### src/rtl/decode_stage.sv
// RV32I decode stage: decodes each accepted instruction into a two-entry elastic buffer; 1-cycle latency, in_ready from state only.
// Optional feature: define DECODE_STAGE_M_EXT_EN to accept OP instructions with funct7=0000001 (M extension).
module decode_stage #(
  parameter int XLEN = 32
) (
  input  logic            clk,
  input  logic            rst,
  input  logic            flush,
  input  logic            in_valid,
  output logic            in_ready,
  input  logic [31:0]     in_inst,
  input  logic [XLEN-1:0] in_pc,
  output logic            out_valid,
  input  logic            out_ready,
  output logic [XLEN-1:0] out_pc,
  output logic [6:0]      out_opcode,
  output logic [4:0]      out_rs1,
  output logic [4:0]      out_rs2,
  output logic [4:0]      out_rd,
  output logic [2:0]      out_funct3,
  output logic [6:0]      out_funct7,
  output logic [2:0]      out_fmt,
  output logic [XLEN-1:0] out_immed,
  output logic            out_illegal,
  output logic            out_writes_rd
);

  localparam logic [2:0] FMT_R = 3'd0;
  localparam logic [2:0] FMT_I = 3'd1;
  localparam logic [2:0] FMT_S = 3'd2;
  localparam logic [2:0] FMT_B = 3'd3;
  localparam logic [2:0] FMT_U = 3'd4;
  localparam logic [2:0] FMT_J = 3'd5;

  localparam logic [6:0] OPC_LOAD     = 7'b0000011;
  localparam logic [6:0] OPC_OP_IMM   = 7'b0010011;
  localparam logic [6:0] OPC_JALR     = 7'b1100111;
  localparam logic [6:0] OPC_MISC_MEM = 7'b0001111;
  localparam logic [6:0] OPC_SYSTEM   = 7'b1110011;
  localparam logic [6:0] OPC_STORE    = 7'b0100011;
  localparam logic [6:0] OPC_OP       = 7'b0110011;
  localparam logic [6:0] OPC_BRANCH   = 7'b1100011;
  localparam logic [6:0] OPC_LUI      = 7'b0110111;
  localparam logic [6:0] OPC_AUIPC    = 7'b0010111;
  localparam logic [6:0] OPC_JAL      = 7'b1101111;

  typedef struct packed {
    logic [XLEN-1:0] pc;
    logic [6:0]      opcode;
    logic [4:0]      rs1;
    logic [4:0]      rs2;
    logic [4:0]      rd;
    logic [2:0]      funct3;
    logic [6:0]      funct7;
    logic [2:0]      fmt;
    logic [XLEN-1:0] immed;
    logic            illegal;
    logic            writes_rd;
  } entry_t;

  typedef enum logic [1:0] {EMPTY, ONE, TWO} state_t;

  state_t state;
  entry_t head, skid, dec;

  logic [6:0]      opc, f7;
  logic [2:0]      f3, fmt;
  logic            ill, m_ok;
  logic [XLEN-1:0] imm;

  assign opc = in_inst[6:0];
  assign f3  = in_inst[14:12];
  assign f7  = in_inst[31:25];

`ifdef DECODE_STAGE_M_EXT_EN
  assign m_ok = (f7 == 7'b0000001);
`else
  assign m_ok = 1'b0;
`endif

  always_comb begin
    fmt = FMT_R;
    ill = 1'b0;
    unique case (opc)
      OPC_LOAD: begin
        fmt = FMT_I;
        ill = (f3 == 3'b011) || (f3 == 3'b110) || (f3 == 3'b111);
      end
      OPC_OP_IMM: begin
        fmt = FMT_I;
        if (f3 == 3'b001)
          ill = (f7 != 7'b0000000);
        else if (f3 == 3'b101)
          ill = !((f7 == 7'b0000000) || (f7 == 7'b0100000));
      end
      OPC_JALR: begin
        fmt = FMT_I;
        ill = (f3 != 3'b000);
      end
      OPC_MISC_MEM, OPC_SYSTEM: fmt = FMT_I;
      OPC_STORE: begin
        fmt = FMT_S;
        ill = (f3 > 3'b010);
      end
      OPC_OP: begin
        fmt = FMT_R;
        ill = !((f7 == 7'b0000000) ||
                ((f7 == 7'b0100000) && ((f3 == 3'b000) || (f3 == 3'b101))) ||
                m_ok);
      end
      OPC_BRANCH: begin
        fmt = FMT_B;
        ill = (f3 == 3'b010) || (f3 == 3'b011);
      end
      OPC_LUI, OPC_AUIPC: fmt = FMT_U;
      OPC_JAL:            fmt = FMT_J;
      default:            ill = 1'b1;
    endcase
    if (in_inst[1:0] != 2'b11)
      ill = 1'b1;

    unique case (fmt)
      FMT_I:   imm = XLEN'($signed(in_inst[31:20]));
      FMT_S:   imm = XLEN'($signed({in_inst[31:25], in_inst[11:7]}));
      FMT_B:   imm = XLEN'($signed({in_inst[31], in_inst[7], in_inst[30:25], in_inst[11:8], 1'b0}));
      FMT_U:   imm = XLEN'($signed({in_inst[31:12], 12'b0}));
      FMT_J:   imm = XLEN'($signed({in_inst[31], in_inst[19:12], in_inst[20], in_inst[30:21], 1'b0}));
      default: imm = '0;
    endcase

    // Illegal words keep their raw fields but carry no format or immediate.
    if (ill) begin
      fmt = FMT_R;
      imm = '0;
    end

    dec           = '0;
    dec.pc        = in_pc;
    dec.opcode    = opc;
    dec.rs1       = in_inst[19:15];
    dec.rs2       = in_inst[24:20];
    dec.rd        = in_inst[11:7];
    dec.funct3    = f3;
    dec.funct7    = f7;
    dec.fmt       = fmt;
    dec.immed     = imm;
    dec.illegal   = ill;
    dec.writes_rd = !ill && (fmt != FMT_S) && (fmt != FMT_B) && (in_inst[11:7] != 5'd0);
  end

  logic accept, pop;
  assign in_ready  = (state != TWO);
  assign out_valid = (state != EMPTY);
  assign accept    = in_valid && in_ready;
  assign pop       = out_valid && out_ready;

  always_ff @(posedge clk or posedge rst) begin
    if (rst) begin
      state <= EMPTY;
      head  <= '0;
      skid  <= '0;
    end else if (flush) begin
      state <= EMPTY;
    end else begin
      unique case (state)
        EMPTY: if (accept) begin
          head  <= dec;
          state <= ONE;
        end
        ONE: begin
          if (accept && pop) begin
            head <= dec;
          end else if (accept) begin
            skid  <= dec;
            state <= TWO;
          end else if (pop) begin
            state <= EMPTY;
          end
        end
        TWO: if (pop) begin
          head  <= skid;
          state <= ONE;
        end
        default: state <= EMPTY;
      endcase
    end
  end

  assign out_pc        = head.pc;
  assign out_opcode    = head.opcode;
  assign out_rs1       = head.rs1;
  assign out_rs2       = head.rs2;
  assign out_rd        = head.rd;
  assign out_funct3    = head.funct3;
  assign out_funct7    = head.funct7;
  assign out_fmt       = head.fmt;
  assign out_immed     = head.immed;
  assign out_illegal   = head.illegal;
  assign out_writes_rd = head.writes_rd;

endmodule

### config.mk
export PLATFORM = sky130hd
export DESIGN_NAME = decode_stage
export DESIGN_NICKNAME = d
export VERILOG_FILES = /design/src/rtl/decode_stage.sv
export SDC_FILE = /design/constraint.sdc
export NUM_CORES = 1
export LEC_CHECK = 0
export ABC_AREA = 1
export BUFFER_PORTS_ARGS = -buffer_cell sky130_fd_sc_hd__buf_2
export CORE_UTILIZATION = 55
export CTS_CLUSTER_SIZE = 40
export DETAILED_ROUTE_END_ITERATION = 16
export GPL_ROUTABILITY_DRIVEN = 0
export PLACE_DENSITY = 0.77
export SLEW_MARGIN = 15
export SYNTH_ARGS = -nofsm -noshare
export SYNTH_HDL_FRONTEND = slang
export SYNTH_SLANG_ARGS = --single-unit
### constraint.sdc
create_clock -name clk -period 8.77 [get_ports clk]
set_clock_uncertainty 0.2 [all_clocks]
set_input_delay 1.3155 -clock clk [delete_from_list [all_inputs] [get_ports clk]]
set_output_delay 1.3155 -clock clk [all_outputs]
set_load 0.02 [all_outputs]
==> flow_summary_export.csv, run 1 <==
group,metric,value,unit
run_status,status,"completed",
yosys,synthAdderAreaFrac,0.133,%
min_path,hold_path_class,"flip-flop to flip-flop",
yosys,synth_area,0.00937,mm^2
power_and_ir_drop,ir_worst_vdd,0.000148,V
clocking,cts_buffers,22,
yosys,syn_area_per_cell,7.70,um^2
global_routing,grt_util_all_layers,26.1,%
clocking,clockBufferDepth,3,
setup_path,crit_path_end_kind,"flip-flop",
clocking,cts_setup_buffers,0,
yosys,ys_ff_latch,204,
final_layout,seq_area,0.00510,mm^2
timing,setup_tns,0,ns
timing,tightest_slew,1.06,ns
clocking,root_buffer,"clkbuf_16",
setup_path,r2r-start,"state[1]",
drt,drt-met1-wl,10300,um
yosys,synth_most_common_cell,"nand2_1",
clocking,cts_tree,"done",
global_routing,grt-ovfl-total,0,
drt,wl,22400,um
timing,period_share,42.4,%
drt,wl_met2,10500,um
final_layout,multiInputGateArea,0.00359,mm^2
clocking,cts_resized,0,
setup_path,required,8.99,ns
setup_path,crit_arrival,3.94,ns
final_layout,design_area,0.0111,mm^2
clocking,cts_hold_buf,0,
final_layout,utilization,66.7,%
yosys,synth_top_cell_by_area,"dfrtp_1",
power_and_ir_drop,power,2.97,mW
flow_run,maxCapViolCount,0,
clocking,clk_latency,0.49,ns
place,portBuffers,171,
global_routing,antenna_found_initial,0,
yosys,synth_ff_type,"dfrtp_1",
yosys,synth_top_family_by_area,"simple AND/OR/NAND/NOR gates",
drt,routed-wl-met3,1190,um
timing,hold_ws,0.272,ns
setup_path,reg2reg_depth,9,
clocking,htree_num_levels,1,
drt,antenna_left,0,
die,die_w,133,um
yosys,synth.distinct_cells,25,
timing,setup-violations-final,0,
drt,via_count,8221,
yosys,synth_commonest_cells,"nand2_1, o21ai_0, dfrtp_1, inv_1, nor2_1",
timing,maxSlewViolCount,0,
yosys,synthSimpleGateAreaFrac,23.4,%
setup_path,cp-start-kind,"input pin",
final_layout,drive_gt1_share,16.8,%
setup_path,rrSetupSlack,5.33,ns
die,die_h,133,um
final_layout,fillers,1444,
clocking,clock-sinks,204,
drt,wire_per_inst,14.2,um
yosys,synthCells,1217,
clocking,clk_pin_slew_worst_paths,0.06,ns
place,dp_hpwl,14300,um
place,dpl_cell_area,0.0103,mm^2
setup_path,endpoint,"out_immed[20]",
timing,timing.final.crit_period,3.72,ns
final_layout,num_antenna_cells,0,
final_layout,fin_nets,1415,
die,core,0.0166,mm^2
setup_path,crit_fanout,26,
setup_path,crit_path_start,"in_inst[4]",
power_and_ir_drop,power.density,269,mW/mm^2
yosys,synthesis.nets,1287,
yosys,ys_warn_count,0,
power_and_ir_drop,leakage,5.99,nW
yosys,synth_xor_area_share,0.0934,%
die,start_util,56.5,%
die,num_rows,47,
yosys,async_reset_ff_share,100,%
timing,hold_violations,0,
yosys,synth_seq_area_share,54.5,%
setup_path,r2r-end,"out_illegal",
drt,drc,0,
drt,highest_layer,"met4",
yosys,synth_compound_area_share,14.4,%
global_routing,grt_pass1_vias,7539,
global_routing,grt_pass1_wl,37400,um
timing,rsz0062_at_grt,"false",
drt,viasPerCell,5.20,
yosys,synth_area_leaders,"dfrtp_1, nand2_1, o21ai_0",
setup_path,worstSetupPathType,"input pin to flip-flop",
timing,max_freq,269,MHz
global_routing,grt_max_degree,128,
yosys,muxShareOfSynthArea,0,%
yosys,synth_top_area_share,54.5,%
die,fp.dieArea,0.0176,mm^2
final_layout,synthToLayoutAreaGrowth,17.9,%
yosys,synth_edf_count,0,
drt,drt_iter0_drc,750,
die,ios,172,
timing,maxSlewHeadroom,29.1,%
drt,firstDrtPassIters,5,
critical path, cell delays in order:
cell and delay (ns):
buf_2 0.13, inv_1 0.06, nand2_1 0.09, nor2_2 0.15, nand2_1 0.09, nand2_1 0.28, inv_1 0.17, ha_1 0.30
nor3_1 0.08, nor3_4 0.85, nand2_1 0.18, nand2_1 0.11, nand2_1 0.06, nand2_1 0.05
per-layer routing:
layer  track usage, %  up-vias
met5                0        -
met4             7.22        0
met2             42.0      255
met3             3.45       33
met1             37.3     3851
li1                 -     4082
area by class of cell:
class	count	area share, %
clock buffer	31	5.93
tap	220	2.49
inverter	107	3.70
sequential	204	46.2
multi-input combinational	833	32.5
clock inverter	8	1.09
timing repair buffer	177	8.15
sequential cells by signal, summed over array words and instances (netlist names), 2 cells and up:
register	flops
skid	101
out_immed	32
out_pc	32
out_funct7	7
out_opcode	7
out_rd	5
out_rs1	5
out_rs2	5
out_fmt	3
out_funct3	3
state	2
power by group:
part | switching [mW] | internal [mW] | total, mW
combinational | 0.463 | 0.217 | 0.680
clock | 0.371 | 0.608 | 0.979
sequential | 0.108 | 1.20 | 1.31
cell usage in the layout (no fill, tap or decap), types with 4 or more instances in the layout:
cell         n
nand2_1    439
inv_2        4
o21ai_1     26
o31ai_1      6
inv_1      102
a21oi_1      5
o21ai_0    228
buf_4        6
dfrtp_1    204
nand4_1      4
buf_2      171
nor2_1      88
clkbuf_16   23
clkbuf_8     5
nand3_1     18
through the flow:
step / instances / worst slack [ns]
after detailed placement: 1541 / 4.55
after global placement: 1541 / 4.63
after floorplan: 1217 / 1.69
final: 1580 / 5.05
after CTS: 1580 / 5.04
after global routing: 1580 / 4.67
worst min-delay path by stage:
stage / start / end / slack, ns / cells after the start
finish: out_immed[17] / out_immed[17] / 0.27 / 2
global route: out_immed[9] / out_immed[9] / 0.29 / 2
global placement: out_immed[17] / out_immed[17] / 0.26 / 2
floorplan: skid[1] / skid[1] / 0.25 / 2
CTS: out_immed[15] / out_immed[15] / 0.28 / 2
detailed placement: out_fmt[1] / out_fmt[1] / 0.26 / 2
kinds of logic after synthesis:
group | Yosys count
simple gates | 564
compound gates | 267
flops | 204
buf+inv | 180
xor+xnor | 1
fa+ha+maj | 1
Note: power is estimated with default switching activity, not from simulation.
==> inputs of run 2 (changes only) <==
==> constraint.sdc (replaced) <==
create_clock -name clk -period 3.7 [get_ports clk]
set_clock_uncertainty 0.2 [all_clocks]
set_input_delay 0.555 -clock clk [delete_from_list [all_inputs] [get_ports clk]]
set_output_delay 0.555 -clock clk [all_outputs]
set_load 0.02 [all_outputs]
==> run 2 against run 1 <==
Die area did not move. Total power up 130%. Hold slack got worse by 0.19 ns. Routed wire length grew 0.34%. Clock power grew 120%. Sequential share of layout area down 0.28 points. Count of clock-buffer cells in the layout is 4 higher. Largest cell class unchanged.
==> flow_summary_export.csv, run 2 (same netlist as run 1, synthesis figures left out) <==
group,metric,value,unit
power_and_ir_drop,power.density,619,mW/mm^2
final_layout,synthToLayoutAreaGrowth,18.6,%
setup_path,crit_arrival,2.97,ns
setup_path,path_cells,"buf_2, inv_1, nand2_1, nor2_2, nand2_2, ha_1, nor3_1, nor3_4, nand2_1, nand2_1, nand2_1, nand2_1",
power_and_ir_drop,p_comb_share,23.6,%
timing,timing.final.crit_period,2.74,ns
place,dp_hpwl,14900,um
die,num_rows,47,
run_status,status,"completed",
clocking,clock-sinks,204,
global_routing,grt-ovfl-total,0,
power_and_ir_drop,clockPowerShare,31.2,%
setup_path,path_delay_family,"simple AND/OR/NAND/NOR gates",
die,ios,172,
clocking,cts_tree,"done",
clocking,clockBufferDepth,3,
drt,firstDrtPassIters,5,
final_layout,fillers,1414,
final_layout,fin_nets,1423,
power_and_ir_drop,seqPwrFrac,45.1,%
global_routing,grt_util_all_layers,26.5,%
power_and_ir_drop,p_sw,2.20,mW
drt,viasPerCell,5.18,
timing,hold_ws,0.0808,ns
clocking,clk_latency,0.49,ns
global_routing,grt_pass1_wl,37900,um
timing,maxSlewHeadroom,27.5,%
die,start_util,56.5,%
setup_path,critPathMaxStageDelay,0.87,ns
place,dp.cells,1548,
setup_path,crit_path_end_kind,"flip-flop",
final_layout,layout_common_cells,"nand2_1, o21ai_0, dfrtp_1, buf_2, inv_1",
clocking,clk_pin_slew_worst_paths,0.06,ns
min_path,hold_path_class,"input pin to flip-flop",
clocking,cts_setup_buffers,0,
drt,antenna_left,0,
final_layout,layout_commonest_cell,"nand2_1",
die,core,0.0166,mm^2
flow_run,maxCapViolCount,0,
timing,hold_violations,0,
setup_path,crit_path_start,"in_inst[3]",
timing,max_freq,364,MHz
timing,maxSlewViolCount,0,
drt,drc,0,
drt,wl,22500,um
setup_path,worstSetupPathType,"input pin to flip-flop",
final_layout,drive_gt1_share,17.1,%
setup_path,required,3.93,ns
setup_path,path_buf_inv,2,
drt,via_count,8223,
setup_path,r2r-start,"state[1]",
global_routing,grt_pass1_vias,7606,
setup_path,crit_fanout,26,
setup_path,slowest_stage,"nor3_4",
final_layout,utilization,67.1,%
die,die_w,133,um
final_layout,layoutNonFillerInstCount,1587,
global_routing,grt_max_degree,103,
min_path,hp-start,"in_pc[3]",
setup_path,cp-start-kind,"input pin",
timing,setup_tns,0,ns
clocking,htree_num_levels,1,
power_and_ir_drop,ir_worst_vdd,0.000363,V
clocking,root_buffer,"clkbuf_16",
clocking,cts_hold_buf,1,
setup_path,cp_common_cell,"nand2_1",
timing,tightest_slew,1.08,ns
power_and_ir_drop,leakage,6.02,nW
clocking,cts_buffers,22,
drt,wire_per_inst,14.2,um
power_and_ir_drop,power,6.88,mW
power_and_ir_drop,switching_share,32.0,%
global_routing,antenna_found_initial,2,
power_and_ir_drop,intPower,4.68,mW
timing,rsz0062_at_grt,"false",
die,die_h,133,um
final_layout,top_register,"skid",
place,portBuffers,171,
clocking,cts_resized,0,
drt,drt_iter0_drc,682,
final_layout,largest_reg_flops,101,
timing,period_share,74.2,%
timing,setup-violations-final,0,
die,fp.dieArea,0.0176,mm^2
run 2: changes by cell type in the layout (fill, tap and decap cells not counted):
cell,previous run,this run
bufinv_16,3,0
clkbuf_8,5,9
clkinv_2,3,1
inv_8,1,0
dlygate4sd3_1,0,1
clkinvlp_4,2,1
buf_4,6,8
diode_2,0,2
buf_12,0,5
run 2: per-layer routing:
layer | part of all wire (%) | routed length, um | track usage, % | up-vias
li1 | - | - | - | 4105
met1 | 45 | 10200 | 37.5 | 3828
met2 | 46 | 10300 | 41.5 | 244
met3 | 6.0 | 1340 | 4.71 | 46
met4 | 2.8 | 620 | 8.68 | 0
met5 | 0 | 0 | 0 | -
run 2: final cells by class:
class | count | area, um^2 | area share (%)
Antenna cell | 2 | 5.00 | 0.0450
Clock buffer | 35 | 711 | 6.39
Clock inverter | 1 | 5.00 | 0.0450
Inverter | 107 | 405 | 3.65
Multi-Input combinational cell | 833 | 3590 | 32.3
Sequential cell | 204 | 5100 | 45.9
Tap cell | 220 | 275 | 2.48
Timing Repair Buffer | 185 | 1030 | 9.23
run 2: power groups by stage:
stage	combinational [mW]	clock [mW]	sequential, mW
after floorplan	0.763	0	3.42
after global placement	1.59	0	3.11
after detailed placement	1.63	0	3.13
after CTS	1.64	2.19	3.10
after global routing	1.85	2.26	3.16
final	1.63	2.15	3.10
run 2: worst paths after layout:
path | end | slack [ns] | depth (start not counted)
hold / removal | skid[72] | 0.08 | 3
setup / recovery | out_immed[18] | 0.96 | 12
min in group asynchronous | out_pc[16] | 0.46 | 3
setup reg to reg | out_fmt[1] | 1.26 | 9
max in group asynchronous | out_rs1[4] | 2.00 | 4
hold reg to reg | out_immed[3] | 0.27 | 2
run 2: stage by stage:
step	worst slack [ns]	area, um^2
after floorplan	0.301	9380
after global placement	0.540	10400
after detailed placement	0.458	10400
after CTS	0.966	11100
after global routing	0.677	11100
final	0.956	11100
run 2: worst register-to-register path: stages, from the launching register on:
cell,delay [ns]
dfrtp_1,0.38
inv_1,0.15
nor2_4,0.05
inv_2,0.39
nand2_1,0.18
nand2_4,0.32
buf_4,0.40
a21oi_1,0.06
o21ai_0,0.11
nand2_1,0.08
==> inputs of run 3 (changes only) <==
==> constraint.sdc (replaced) <==
create_clock -name clk -period 2.6 [get_ports clk]
set_clock_uncertainty 0.2 [all_clocks]
set_input_delay 0.39 -clock clk [delete_from_list [all_inputs] [get_ports clk]]
set_output_delay 0.39 -clock clk [all_outputs]
set_load 0.02 [all_outputs]
==> run 3 against run 2 <==
Register-to-register slack worse by 0.77 ns. First-iteration DRC count down 4.5%. Sequential cell count did not move. Sequential share of layout area fell by 2.9 points. Hold slack lost 0.069 ns. Highest routed layer unchanged. Total power increased by 42%. Critical endpoint is now out_immed[12]. Non-clock buffer count grew 81. Critical path type unchanged. Largest power group unchanged. Die area unchanged. Routed wire length grew 6.3%. Global-route usage rose by 1.5 points.
==> flow_summary_export.csv, run 3 (same netlist as run 1, synthesis figures left out) <==
group,metric,value,unit
die,fp.dieArea,0.0176,mm^2
setup_path,cp_common_cell,"nand2_1",
setup_path,crit_path_end_kind,"flip-flop",
global_routing,grt-ovfl-total,0,
power_and_ir_drop,power,9.77,mW
power_and_ir_drop,ir_worst_vdd,0.000565,V
setup_path,rrSetupSlack,0.49,ns
setup_path,reg2reg_depth,7,
drt,drt_iter0_drc,651,
timing,timing.final.crit_period,2.34,ns
timing,maxSlewViolCount,0,
power_and_ir_drop,leakage,6.38,nW
setup_path,slowest_stage,"nor3_2",
clocking,clk_latency,0.50,ns
setup_path,worstSetupPathType,"input pin to flip-flop",
drt,antenna_left,0,
timing,hold_ws,0.0113,ns
clocking,htree_num_levels,1,
setup_path,r2r-end,"out_rs2[0]",
clocking,root_buffer,"clkbuf_16",
final_layout,drive_gt1_share,18.3,%
global_routing,grt_pass1_vias,8305,
final_layout,design_area,0.0119,mm^2
timing,max_freq,427,MHz
power_and_ir_drop,intPower,6.60,mW
drt,viasPerCell,5.15,
setup_path,path_cells,"buf_2, nand2_1, nor2_1, nand2_1, nand2_1, inv_1, ha_1, nor3_1, buf_4, nor3_2, nand2_1, nand2_1, nand2_1, nand2_1",
setup_path,cp-start-kind,"input pin",
drt,wire_per_inst,14.3,um
min_path,min_to,"skid[84]",
final_layout,synthToLayoutAreaGrowth,26.6,%
clocking,clock-sinks,204,
final_layout,fin_nets,1504,
place,portBuffers,171,
final_layout,top_register,"skid",
min_path,whs_path_depth,3,
clocking,cts_resized,0,
timing,hold_violations,0,
power_and_ir_drop,power.density,823,mW/mm^2
timing,rsz0062_at_grt,"false",
place,dpl_cell_area,0.0107,mm^2
global_routing,grt_pass1_wl,40300,um
die,start_util,56.5,%
die,core,0.0166,mm^2
run_status,status,"completed",
timing,setup_tns,0,ns
timing,maxSlewHeadroom,36.8,%
timing,tightest_slew,0.942,ns
setup_path,required,2.84,ns
setup_path,path_delay_family,"simple AND/OR/NAND/NOR gates",
clocking,clockBufferDepth,3,
power_and_ir_drop,seqPwrFrac,45.2,%
die,die_h,133,um
place,dp_hpwl,15000,um
setup_path,critPathMaxStageDelay,0.71,ns
power_and_ir_drop,switching_share,32.5,%
global_routing,grt-busiest-layer,"met2",
clocking,cts_buffers,21,
clocking,clk_pin_slew_worst_paths,0.06,ns
final_layout,utilization,71.6,%
global_routing,grt_max_degree,103,
global_routing,gr-usage-met2,46.2,%
min_path,hp-start,"in_pc[15]",
power_and_ir_drop,clockPowerShare,29.7,%
setup_path,cp.depth,14,
global_routing,grt_util_all_layers,28.0,%
flow_run,maxCapViolCount,0,
setup_path,r2r-start,"state[0]",
clocking,cts_setup_buffers,0,
timing,period_share,90.1,%
power_and_ir_drop,p_comb_share,25.1,%
drt,via_count,8583,
final_layout,layout_common_cells,"nand2_1, o21ai_0, dfrtp_1, buf_2, inv_1",
setup_path,crit_arrival,2.58,ns
die,num_rows,47,
die,die_w,133,um
die,ios,172,
setup_path,path_buf_inv,3,
global_routing,grt_use_met1,38.6,%
drt,wl,23900,um
setup_path,crit_fanout,13,
drt,drc,0,
min_path,hold_path_class,"input pin to flip-flop",
global_routing,antenna_found_initial,3,
global_routing,met3_usage,4.33,%
final_layout,layout_commonest_cell,"nand2_1",
power_and_ir_drop,p_sw,3.18,mW
drt,firstDrtPassIters,6,
clocking,cts_tree,"done",
timing,setup-violations-final,0,
final_layout,largest_reg_flops,101,
run 3: changes by cell type in the layout (fill, tap and decap cells not counted):
cell / change
inv_6: +1
diode_2: +1
nor3_2: +1
dlygate4sd3_1: +49
clkbuf_16: -2
buf_4: +27
buf_12: +5
clkbuf_8: -1
run 3: how the worst max path moves through the flow:
stage | start | to | slack [ns]
floorplan | rst | out_fmt[0] | -0.63
global placement | in_inst[1] | out_immed[28] | -0.32
detailed placement | in_inst[1] | out_immed[13] | -0.44
CTS | in_inst[1] | out_immed[14] | 0.10
global route | in_inst[1] | out_immed[15] | 0.05
finish | in_inst[1] | out_immed[12] | 0.26
run 3: area by class of cell:
type,instances,area [um^2]
Antenna cell,3,7.51
Clock buffer,32,647
Clock inverter,2,13.8
Fill cell,1330,4710
Inverter,107,405
Multi-Input combinational cell,834,3600
Sequential cell,204,5100
Tap cell,220,275
Timing Repair Buffer,266,1820
run 3: power groups by stage:
stage	combinational, mW	sequential (mW)	clock [mW]
3_3_place_gp	2.32	4.42	0
2_1_floorplan	1.09	4.87	0
3_5_place_dp	2.38	4.45	0
6_report	2.45	4.42	2.90
4_1_cts	2.46	4.41	2.96
5_1_grt	2.77	4.51	3.08
run 3: through the flow:
| stage | worst slack (ns) | cells |
|---|---|---|
| global route | 0.0478 | 1668 |
| global placement | -0.317 | 1580 |
| CTS | 0.103 | 1664 |
| floorplan | -0.634 | 1217 |
| detailed placement | -0.442 | 1580 |
| finish | 0.258 | 1668 |
run 3: repair_timing:
action | CTS | global route
endpoints found under the hold margin | 71 | 0
hold buffers | 50 | 0
setup endpoints to repair | 0 | 52
run 3: metal layers:
layer / share of wire (%) / wire length [um]
met1: 44 / 10500
met2: 48 / 11500
met3: 6.0 / 1440
met4: 2.4 / 567
met5: 0 / 0
run 3: worst reg2reg max path: stages, from the launching register on:
cell	delay, ns
dfrtp_1	0.45
nor2_1	0.18
inv_1	0.07
a21oi_1	0.21
nand2_4	0.33
buf_12	0.31
nand2_1	0.11
o21ai_0	0.13
